<file path="config.mk">
export PLATFORM = sky130hd
export DESIGN_NAME = l2_norm_engine_flat
export DESIGN_NICKNAME = d
export VERILOG_FILES = /design/src/rtl/l2_norm_pkg.sv /design/src/rtl/l2_norm_engine_if.sv /design/src/rtl/l2_isqrt_newton.sv /design/src/rtl/l2_norm_engine.sv /design/src/flat_wrapper.sv
export SDC_FILE = /design/constraint.sdc
export NUM_CORES = 2
export LEC_CHECK = 0
export ABC_AREA = 1
export BUFFER_PORTS_ARGS = -buffer_cell sky130_fd_sc_hd__buf_2
export CAP_MARGIN = 20
export CORE_MARGIN = 2
export CORE_UTILIZATION = 35
export DETAILED_ROUTE_END_ITERATION = 6
export PLACE_DENSITY_LB_ADDON = 0.2
export SLEW_MARGIN = 10
export SYNTH_ARGS = -nofsm -noshare
export SYNTH_HDL_FRONTEND = slang
export SYNTH_HIERARCHICAL = 1
export SYNTH_SLANG_ARGS = --single-unit
</file>
<file path="constraint.sdc">
create_clock -name clock -period 32.7 [get_ports clock]
set_input_delay 3.27 -clock clock [delete_from_list [all_inputs] [get_ports clock]]
set_output_delay 3.27 -clock clock [all_outputs]
set_load 0.05 [all_outputs]
</file>
<file path="src/rtl/l2_norm_pkg.sv">
// Shared constants, FSM encoding and the per-beat squares-sum for the L2-norm engine.
package l2_norm_pkg;

  localparam int LANES  = 8;
  localparam int EW     = 8;
  localparam int ACC_W  = 32;
  localparam int FRAC   = 8;
  // The root of (N << 2*FRAC) carries FRAC fractional bits.
  localparam int M_W    = ACC_W + 2 * FRAC;
  localparam int ROOT_W = M_W / 2;

  typedef enum logic [1:0] {ACCUM, SQRT, HOLD} l2_state_e;

  function automatic logic [ACC_W-1:0] sq_sum8(input logic [LANES*EW-1:0] d);
    logic [ACC_W-1:0]        s;
    logic signed [EW-1:0]    e;
    logic signed [2*EW-1:0]  p;
    s = '0;
    for (int i = 0; i < LANES; i++) begin
      e = d[i*EW +: EW];
      p = (2*EW)'(e) * (2*EW)'(e);
      s = s + ACC_W'(unsigned'(p));
    end
    return s;
  endfunction

endpackage

</file>
<file path="src/rtl/l2_norm_engine_if.sv">
// Input beat stream and output result stream of the L2-norm engine.
interface l2_norm_engine_if;

  logic [l2_norm_pkg::LANES*l2_norm_pkg::EW-1:0] in_data;
  logic                                          in_valid;
  logic                                          in_last;
  logic                                          in_ready;
  logic [l2_norm_pkg::ACC_W-1:0]                 out_data;
  logic                                          out_valid;
  logic                                          out_ready;
  logic                                          out_last;

  modport master (
    output in_data, in_valid, in_last, out_ready,
    input  in_ready, out_data, out_valid, out_last
  );

  modport slave (
    input  in_data, in_valid, in_last, out_ready,
    output in_ready, out_data, out_valid, out_last
  );

endinterface

</file>
<file path="src/rtl/l2_isqrt_newton.sv">
// Integer sqrt of (operand << 2*FRAC) by Newton iteration, one restoring-divider
// quotient bit per cycle.
module l2_isqrt_newton
  import l2_norm_pkg::*;
(
  input  logic              clock,
  input  logic              reset,
  input  logic              start,
  input  logic [ACC_W-1:0]  operand,
  output logic              busy,
  output logic              done,
  output logic [ROOT_W-1:0] root
);

  localparam int X_W   = ROOT_W + 1;
  localparam int Q_W   = ROOT_W + 2;
  localparam int CNT_W = $clog2(Q_W + 1);

  typedef enum logic [1:0] {S_IDLE, S_DIV, S_UPD} sq_state_e;

  sq_state_e         st_q, st_d;
  logic [M_W-1:0]    m_q, m_d;
  logic [X_W-1:0]    x_q, x_d, rem_q, rem_d;
  logic [Q_W-1:0]    quo_q, quo_d, dvd_q, dvd_d;
  logic [CNT_W-1:0]  cnt_q, cnt_d;
  logic              done_q, done_d;
  logic [ROOT_W-1:0] root_q, root_d;

  logic [M_W-1:0]    m_new;
  logic [X_W:0]      r2;
  logic [Q_W:0]      x_sum;
  logic [Q_W-1:0]    x_new;

  // 2^ceil(bitlen(M)/2); bitlen(M) = bitlen(N) + 2*FRAC for nonzero N.
  function automatic logic [X_W-1:0] x_init(input logic [ACC_W-1:0] n);
    int bl;
    bl = 0;
    for (int i = 0; i < ACC_W; i++) if (n[i]) bl = i + 1;
    return X_W'(1) << (FRAC + (bl + 1) / 2);
  endfunction

  assign m_new = {operand, (2*FRAC)'(0)};
  assign r2    = {rem_q, dvd_q[Q_W-1]};
  assign x_sum = (Q_W+1)'(quo_q) + (Q_W+1)'(x_q);
  assign x_new = x_sum[Q_W:1];

  // Every iterate stays >= floor(sqrt(M)), so M/x < 2^Q_W: the top dividend
  // bits can be preloaded as the remainder and only Q_W steps are needed.
  always_comb begin
    st_d   = st_q;
    m_d    = m_q;
    x_d    = x_q;
    rem_d  = rem_q;
    quo_d  = quo_q;
    dvd_d  = dvd_q;
    cnt_d  = cnt_q;
    done_d = 1'b0;
    root_d = root_q;
    case (st_q)
      S_IDLE: if (start) begin
        if (operand == '0) begin
          root_d = '0;
          done_d = 1'b1;
        end else begin
          m_d   = m_new;
          x_d   = x_init(operand);
          rem_d = X_W'(m_new[M_W-1:Q_W]);
          dvd_d = m_new[Q_W-1:0];
          quo_d = '0;
          cnt_d = CNT_W'(Q_W);
          st_d  = S_DIV;
        end
      end
      S_DIV: begin
        if (r2 >= {1'b0, x_q}) begin
          rem_d = X_W'(r2 - {1'b0, x_q});
          quo_d = {quo_q[Q_W-2:0], 1'b1};
        end else begin
          rem_d = r2[X_W-1:0];
          quo_d = {quo_q[Q_W-2:0], 1'b0};
        end
        dvd_d = dvd_q << 1;
        cnt_d = cnt_q - CNT_W'(1);
        if (cnt_q == CNT_W'(1)) st_d = S_UPD;
      end
      S_UPD: begin
        if (x_new >= Q_W'(x_q)) begin
          root_d = x_q[ROOT_W-1:0];
          done_d = 1'b1;
          st_d   = S_IDLE;
        end else begin
          x_d   = x_new[X_W-1:0];
          rem_d = X_W'(m_q[M_W-1:Q_W]);
          dvd_d = m_q[Q_W-1:0];
          quo_d = '0;
          cnt_d = CNT_W'(Q_W);
          st_d  = S_DIV;
        end
      end
      default: st_d = S_IDLE;
    endcase
  end

  always_ff @(posedge clock) begin
    if (reset) begin
      st_q   <= S_IDLE;
      m_q    <= '0;
      x_q    <= '0;
      rem_q  <= '0;
      quo_q  <= '0;
      dvd_q  <= '0;
      cnt_q  <= '0;
      done_q <= 1'b0;
      root_q <= '0;
    end else begin
      st_q   <= st_d;
      m_q    <= m_d;
      x_q    <= x_d;
      rem_q  <= rem_d;
      quo_q  <= quo_d;
      dvd_q  <= dvd_d;
      cnt_q  <= cnt_d;
      done_q <= done_d;
      root_q <= root_d;
    end
  end

  assign busy = (st_q != S_IDLE);
  assign done = done_q;
  assign root = root_q;

endmodule

</file>
<file path="src/rtl/l2_norm_engine.sv">
// Streaming L2-norm core: accumulate per-beat squares-sums, then emit the
// Q24.8 square root of the vector total.
module l2_norm_engine
  import l2_norm_pkg::*;
(
  input  logic             clock,
  input  logic             reset,
  l2_norm_engine_if.slave  bus
);

  l2_state_e          st_q, st_d;
  logic [ACC_W-1:0]   acc_q, acc_d;
  logic [ACC_W-1:0]   out_data_q, out_data_d;
  logic               out_valid_q, out_valid_d;

  logic [ACC_W-1:0]   beat_sum, acc_sum;
  logic               xfer, sq_start, sq_busy, sq_done;
  logic [ROOT_W-1:0]  sq_root;

  assign beat_sum = sq_sum8(bus.in_data);
  assign acc_sum  = acc_q + beat_sum;
  assign xfer     = bus.in_valid && (st_q == ACCUM);
  // The root unit takes the final sum directly so it starts on the last-beat edge.
  assign sq_start = xfer && bus.in_last && !sq_busy;

  l2_isqrt_newton u_isqrt (
    .clock   (clock),
    .reset   (reset),
    .start   (sq_start),
    .operand (acc_sum),
    .busy    (sq_busy),
    .done    (sq_done),
    .root    (sq_root)
  );

  always_comb begin
    st_d        = st_q;
    acc_d       = acc_q;
    out_data_d  = out_data_q;
    out_valid_d = out_valid_q;
    case (st_q)
      ACCUM: if (xfer) begin
        if (bus.in_last) begin
          acc_d = '0;
          st_d  = SQRT;
        end else begin
          acc_d = acc_sum;
        end
      end
      SQRT: if (sq_done) begin
        out_data_d  = {(ACC_W-ROOT_W)'(0), sq_root};
        out_valid_d = 1'b1;
        st_d        = HOLD;
      end
      HOLD: if (bus.out_ready) begin
        out_valid_d = 1'b0;
        st_d        = ACCUM;
      end
      default: st_d = ACCUM;
    endcase
  end

  always_ff @(posedge clock) begin
    if (reset) begin
      st_q        <= ACCUM;
      acc_q       <= '0;
      out_data_q  <= '0;
      out_valid_q <= 1'b0;
    end else begin
      st_q        <= st_d;
      acc_q       <= acc_d;
      out_data_q  <= out_data_d;
      out_valid_q <= out_valid_d;
    end
  end

  assign bus.in_ready  = (st_q == ACCUM);
  assign bus.out_data  = out_data_q;
  assign bus.out_valid = out_valid_q;
  assign bus.out_last  = out_valid_q;

endmodule

</file>
<file path="src/flat_wrapper.sv">
// flat-port wrapper written by rule: the top's interface ports become plain ports
module l2_norm_engine_flat import l2_norm_pkg::*;
  (clock, reset, bus_in_data, bus_in_valid, bus_in_last, bus_out_ready, bus_in_ready, bus_out_data, bus_out_valid, bus_out_last);
  l2_norm_engine_if bus_i ();
  input  logic clock;
  input  logic reset;
  input wire logic [$bits(bus_i.in_data)-1:0] bus_in_data;
  input wire logic [$bits(bus_i.in_valid)-1:0] bus_in_valid;
  input wire logic [$bits(bus_i.in_last)-1:0] bus_in_last;
  input wire logic [$bits(bus_i.out_ready)-1:0] bus_out_ready;
  output wire logic [$bits(bus_i.in_ready)-1:0] bus_in_ready;
  output wire logic [$bits(bus_i.out_data)-1:0] bus_out_data;
  output wire logic [$bits(bus_i.out_valid)-1:0] bus_out_valid;
  output wire logic [$bits(bus_i.out_last)-1:0] bus_out_last;
  assign bus_i.in_data = bus_in_data;
  assign bus_i.in_valid = bus_in_valid;
  assign bus_i.in_last = bus_in_last;
  assign bus_i.out_ready = bus_out_ready;
  assign bus_in_ready = bus_i.in_ready;
  assign bus_out_data = bus_i.out_data;
  assign bus_out_valid = bus_i.out_valid;
  assign bus_out_last = bus_i.out_last;
  l2_norm_engine u_core (.clock(clock), .reset(reset), .bus(bus_i));
endmodule
</file>
# Word level (Yosys, flattened, before mapping)
# Cells that the tools add are included.
[op_classes]
n_eq_ne = 15
n_div = 0
magnitude_cmp = 2
reduce_logical = 20
n_shift = 1
multipliers = 8
n_mux = 79
n_addsub = 14
n_bitwise = 2
[ops]
columns = ["op", "count"]
rows = [
  ["$mux W32", 35],
  ["$add A32 B16 Y32", 6],
  ["$mux W25", 7],
  ["$mux W26", 6],
  ["$pmux W26 S3", 2],
  ["$mul A8 B8 Y16", 8],
  ["$pmux W25 S3", 1],
  ["$mux W24", 3],
  ["$ge A26 B25 Y1", 2],
  ["$pmux W25 S2", 1],
  ["$pmux W24 S2", 1],
  ["$add A32 B1 Y32", 1],
  ["$add A32 B2 Y32 const B", 1],
  ["$add A32 B32 Y32", 1],
  ["$add A5 B32 Y32 const A", 1],
  ["$logic_not A32 Y1", 1],
  ["$shl A1 B32 Y25 const A", 1],
  ["$add A26 B25 Y27", 1],
  ["$sub A25 B25 Y25", 1],
  ["$add A16 B16 Y17", 1],
  ["$ne A2 B2 Y1 const B", 8],
  ["$reduce_and A4 Y1", 4],
  ["$mux W5", 3],
  ["$pmux W5 S3", 1],
  ["18 further kinds", 44],
]
[word_totals]
latch_bits = 0
n_memories = 0
reg_bits = 225
out_inout_bits = 35
inputBits = 69
rom_bits = 0
ramBits = 0

# Logic depth before layout (Yosys ltp)
[depth]
word_depth = 52
depth_mapped = 67

# Modules after synthesis
# The synthesis kept the hierarchy.
[modules_own_cells]
columns = ["mod", "n_inst", "area_each_um2", "seq_area_each_um2", "cells_each"]
rows = [
  ["l2_norm_engine", 1, 23511.3, 1181.1, 2995],
  ["l2_isqrt_newton", 1, 10025.9, 3002.9, 1408],
]

# Worst setup path before layout
# OpenSTA, ideal clock, no wires.
[synth_path]
path_type = "in2reg"
startpoint = "in bus_in_data[15]"
endpoint = "reg u_core.u_isqrt.x_q[10]"
arrival_time_ns = 13.560
path_stages = 61
slack_ns = 19.070
path_buffers = 2
path_cell_list = "clkbuf_1 -> clkinv_1 -> or2_2 -> fa_1 -> inv_1 -> fa_1 -> fa_1 -> inv_1 -> fa_1 -> inv_1 -> ha_1 -> nand2_1 -> nor3_1 -> a21oi_1 -> o21ai_0 -> xor2_1 -> fa_1 -> fa_1 -> [25 not listed] -> nand2_1 -> nand2_1 -> nand2_1 -> nand2_1 -> nand2_1 -> nand2_1 -> a21oi_1 -> ha_1 -> inv_1 -> nor2_1 -> nand2_1 -> o21ai_0 -> o21a_1 -> clkbuf_1 -> ha_1 -> nor4_1 -> nand3_1 -> a21oi_1"
[synth_between]
word_cells_on_any_way = 48
cone_classes = "add/sub (11); mul (1); eq/ne (1); shift (1); mux (31); bitwise (1); reduce/logical (2)"
[synth_rtl]
columns = ["item", "line_no", "rtl"]
rows = [
  ["start: declaration", "flat_wrapper.sv:7", "input wire logic [$bits(bus_i.in_data)-1:0] bus_in_data;"],
  ["$mul A8 B8 Y16 *", "l2_norm_pkg.sv:21", "p = (2*EW)'(e) * (2*EW)'(e);"],
  ["$add A16 B16 Y17 *", "l2_norm_pkg.sv:22", "s = s + ACC_W'(unsigned'(p));"],
  ["$add A32 B16 Y32 * (6 in series)", "l2_norm_pkg.sv:22", ""],
  ["$add A32 B32 Y32 *", "l2_norm_engine.sv:21", "assign acc_sum = acc_q + beat_sum;"],
  ["net u_core.acc_sum[13]", "l2_norm_engine.sv:16", "logic [ACC_W-1:0] beat_sum, acc_sum;"],
  ["$mux W32 (19 in series)", "l2_isqrt_newton.sv:38", "for (int i = 0; i < ACC_W; i++) if (n[i]) bl = i + 1;"],
  ["$mux W32", "l2_isqrt_newton.sv:61", "if (operand == '0) begin"],
  ["$mux W32", "l2_isqrt_newton.sv:60", "S_IDLE: if (start) begin"],
  ["$mux W32", "l2_isqrt_newton.sv:59", "case (st_q)"],
  ["$add A32 B2 Y32", "l2_isqrt_newton.sv:39", "return X_W'(1) << (FRAC + (bl + 1) / 2);"],
  ["$and A1 B1 Y1 (no source line)", "n/a", ""],
  ["$add A32 B1 Y32 (no source line)", "n/a", ""],
  ["$add A5 B32 Y32", "l2_isqrt_newton.sv:39", ""],
  ["$shl A1 B32 Y25", "l2_isqrt_newton.sv:39", ""],
  ["$mux W25", "l2_isqrt_newton.sv:61", ""],
  ["$mux W25", "l2_isqrt_newton.sv:60", ""],
  ["$pmux W25 S2", "l2_isqrt_newton.sv:59", ""],
  ["end signal: assignment", "l2_isqrt_newton.sv:108", "x_q <= '0;"],
  ["end signal: assignment", "l2_isqrt_newton.sv:118", "x_q <= x_d;"],
  ["end: declaration", "l2_isqrt_newton.sv:23", "logic [X_W-1:0] x_q, x_d, rem_q, rem_d;"],
]
# Mark *: on every way through the listed nets, which the timed path passes. The rest lies on a longest branch. The select of a mux whose other input is x is not followed.
# A chain may end at the register's enable or synchronous reset.

# Worst setup path after layout
[layout_path]
startpoint = "in bus_in_data[7]"
endpoint = "reg u_core.u_isqrt.x_q[14]"
[layout_between]
word_cells_on_any_way = 48
cone_classes = "add/sub (11); mul (1); eq/ne (1); shift (1); mux (31); bitwise (1); reduce/logical (2)"
[layout_rtl]
columns = ["item", "line_no"]
rows = [
  ["$mul A8 B8 Y16 *", "l2_norm_pkg.sv:21"],
  ["$add A16 B16 Y17 *", "l2_norm_pkg.sv:22"],
  ["$add A32 B16 Y32 * (6 in series)", "l2_norm_pkg.sv:22"],
  ["$add A32 B32 Y32 *", "l2_norm_engine.sv:21"],
  ["net u_core.acc_sum[14]", "l2_norm_engine.sv:16"],
  ["$mux W32 (18 in series)", "l2_isqrt_newton.sv:38"],
  ["$mux W32", "l2_isqrt_newton.sv:61"],
  ["$mux W32", "l2_isqrt_newton.sv:60"],
  ["$mux W32", "l2_isqrt_newton.sv:59"],
  ["$add A32 B2 Y32", "l2_isqrt_newton.sv:39"],
  ["$and A1 B1 Y1 (no source line)", "n/a"],
  ["$add A32 B1 Y32 (no source line)", "n/a"],
  ["$add A5 B32 Y32", "l2_isqrt_newton.sv:39"],
  ["$shl A1 B32 Y25", "l2_isqrt_newton.sv:39"],
  ["$mux W25", "l2_isqrt_newton.sv:61"],
  ["$mux W25", "l2_isqrt_newton.sv:60"],
  ["$pmux W25 S2", "l2_isqrt_newton.sv:59"],
]
# Marks and branches as above.

==> summary.md <==
| Metric | Value |
|---|---|
| Root Buffer | clkbuf_16 |
| Relative area change from synthesis to final layout | 6.94% |
| Arrival time at the worst endpoint | 15.23 ns |
| Max FO, Critical Path | 15 |
| Chip width | 314 µm |
| Post CTS Setup Buffer Count | 0 |
| Dpl ws | 17.51 ns |
| Pin count of the biggest net entering global routing | 92 |
| Status | complete, no violations |
| Syn avg cell area | 7.62 µm² |
| Buffers from clock root to sink, at most | 3 |
| Overall die height | 314 µm |
| Final setup violation count | 0 |
| Total DRC errors in the routed layout | 0 |
| Clock slew at the register clock pins of the worst setup and hold paths | 0.06 ns |
| Post-synthesis register bit count | 209 |
| Worst-path cell with the longest stage delay | nor4_1 |
| Wirelength per Cell | 15.1 µm |
| Number of clock sinks seen by CTS | 209 |
| Required time at the worst-slack endpoint | 33.21 ns |
| Post-cts sizing count | 0 |
| Utilization of the core after routing | 0.377 |
| Top area cells in the synthesized netlist | fa_1 (28%), dfxtp_1 (12%), ha_1 (12%), inv_1 (12%), nand2_1 (8.5%) |
| Number of instances in the synthesized netlist | 4403 |
| Number of hold violations in the final report | 0 |
| Total track usage | 0.177 |
| Number of synthesized flops with an enable pin | 0 |
| Final worst-path setup slack | 17.97 ns |
| Worst hold path type | flop to flop |
| RSZ-0062 raised after global routing | no |
| Hold-fix buffers at CTS | 0 |
| Warnings from Yosys | 6 |
| Routed vias | 26593 |
| Max-Cap Viols | 0 |
| Cell seen most often among critical-path stages | nand2_1 |
| Transition time at the pin with the least slew margin | 1.06 ns |
| Max transition margin | 0.287 |
| Global-route wire length before repair | 142000 µm |
| Num rows | 113 |
| Number of fillers in the final layout | 10167 |
| Fraction of final layout cells sized beyond drive strength 1 | 0.0639 |
| Largest area contributor in the netlist | fa_1 |
| Final count of pins violating max slew | 0 |
| Setup crit end kind | flop |
| Count of boundary I/O pins | 104 |
| Setup tns final | 0 ns |
| Worst-Skew Late Latency | 0.58 ns |
| Biggest cell delay along the critical path | 0.90 ns |
| TritonCTS clock tree | yes |
| Share of synthesized registers carrying an async set or reset | 0 |
| Number of antenna violations at the first check in global routing | 4 |
| Global route overflow | 0 |
| Detailed-route vias per instance | 4.70 |
| Number of distinct standard cells referenced by the synthesized netlist | 60 |
| CTS buffer count | 27 |
| Antenna viol nets, final | 0 |
| Highest clock rate | 67.9 MHz |
| Final RePlAce weighted congestion | 0.861 |
| Vias in the first global route | 27215 |
| Post-synthesis cell area | 33500 µm² |
| Number of iterations in the first detailed-routing pass | 5 |
| Final net count | 5229 |
| Starting Density | 0.353 |
| Synth top area share | 0.283 |
| Proportion of synthesized chip area in sequential cells | 0.125 |
| Placed wire-length estimate after detailed placement | 71100 µm |
| Setup skew after layout | 0.0189 ns |
| Die Outline Area | 98300 µm² |
| Critical Setup Path Class | primary input to flop |
| Startpoint types | primary input |
| Period Utilization, post-route | 0.450 |
| Core area | 95000 µm² |
| Final worst path period need | 14.73 ns |
| Overall routed net length | 85400 µm |
| H-tree depth | 1 |
| 1st-iter DRT viols | 1389 |
| Synth Flop Type | dfxtp_1 |
| Count of input and output buffers | 95 |
==> layout make-up <==
cell class	count	area [µm²]	share of cell area
multi-input combinational	2989	24700	0.689
tap	1265	1580	0.0441
clock inverter	18	158	0.00440
antenna	1	2.50	0.0000698
sequential	209	4180	0.117
timing repair buffer	107	584	0.0163
clock buffer	32	734	0.0205
inverter	1040	3910	0.109
==> through the flow <==
step                instance area [µm²]  std cells  hold slack, ns
finish                            35900       5661           0.447
global route                      35900       5661           0.468
CTS                               35800       5658           0.450
detailed placement                34900       5608           0.441
global placement                  34900       5608           0.436
floorplan                         33600       4410           0.425
==> registers in the layout, indices dropped and copies added (netlist names) <==
| signal | count |
|---|---|
| u_core/acc_q | 32 |
| u_core/u_isqrt/m_q | 32 |
| u_core/u_isqrt/quo_q | 26 |
| u_core/u_isqrt/rem_q | 25 |
| u_core/u_isqrt/x_q | 25 |
| u_core/bus.out_data | 24 |
| u_core/u_isqrt/root | 24 |
| u_core/u_isqrt/dvd_q | 10 |
| u_core/u_isqrt/cnt_q | 5 |
| u_core/st_q | 2 |
| u_core/u_isqrt/st_q | 2 |
| u_core/bus.out_last | 1 |
| u_core/u_isqrt/done | 1 |
==> cells by family (layout without fill, tap and decap cells) <==
group / after synthesis / in the layout / synth area share
adder cells (fa/ha/maj): 786 / 786 / 0.399
buffers and inverters: 1212 / 1197 / 0.139
AND/OR/NAND/NOR: 1327 / 1327 / 0.171
other: 1 / 9 / 0.000112
XOR/XNOR: 209 / 209 / 0.0550
flip-flops: 209 / 209 / 0.125
AO/OA/AOI/OAI: 659 / 659 / 0.110
==> metal layers <==
layer	track usage	vias up	part of all wire
met1	0.230	12711	0.45
met2	0.315	350	0.50
met3	0.0129	107	0.026
met4	0.0507	2	0.031
met5	0	-	0.00013
li1	-	13423	-
==> Yosys cell counts (5+ instances only) <==
master	count
inv_1	1030
buf_6	6
nand2_1	760
inv_2	6
o21ai_0	154
and2_1	14
o22ai_1	16
nand2_2	25
a21o_1	9
o21a_1	5
nand3_1	137
a31oi_1	23
nand3b_1	6
o21ai_1	27
buf_4	16
clkbuf_1	129
nor3_2	20
nand4_1	52
xor2_1	113
nor3_1	32
fa_1	474
a21oi_2	25
a311oi_1	5
nor4_1	6
dfxtp_1	209
o21bai_1	15
xnor2_1	94
a211oi_1	10
buf_1	7
a21oi_1	338
ha_1	312
o211ai_1	5
nor2_1	240
nor2_2	8
or2_2	14
buf_2	14
==> worst paths after layout <==
path,start,to,slack (ns),cells after the start
max,bus_in_data[7],u_core/u_isqrt/x_q[14],17.97,56
min,u_core/u_isqrt/m_q[39],u_core/u_isqrt/m_q[39],0.45,2
max reg2reg,u_core/acc_q[2],u_core/u_isqrt/x_q[14],24.37,49
min reg2reg,u_core/u_isqrt/m_q[39],u_core/u_isqrt/m_q[39],0.45,2
==> worst max-delay path, delay by kind of cell <==
family | cells | cell delay, ns
fa+ha+maj | 12 | 5.32
simple gates | 23 | 2.82
compound gates | 10 | 2.12
xor+xnor | 2 | 0.97
buf+inv | 9 | 0.70
==> placed cells by master (no fill, tap or decap), types with 52 or more instances in the layout <==
cell type and instances:
ha_1 311, dfxtp_1 209, nand4_1 52, buf_2 94, o21ai_0 154, nor2_1 240
xor2_1 113, fa_1 474, inv_1 1030, nand2_1 759, xnor2_1 94, nand3_1 137
a21oi_1 338
Power is not shown: default switching activity piles up to over one toggle a cycle in this logic, so the estimate is an artifact.
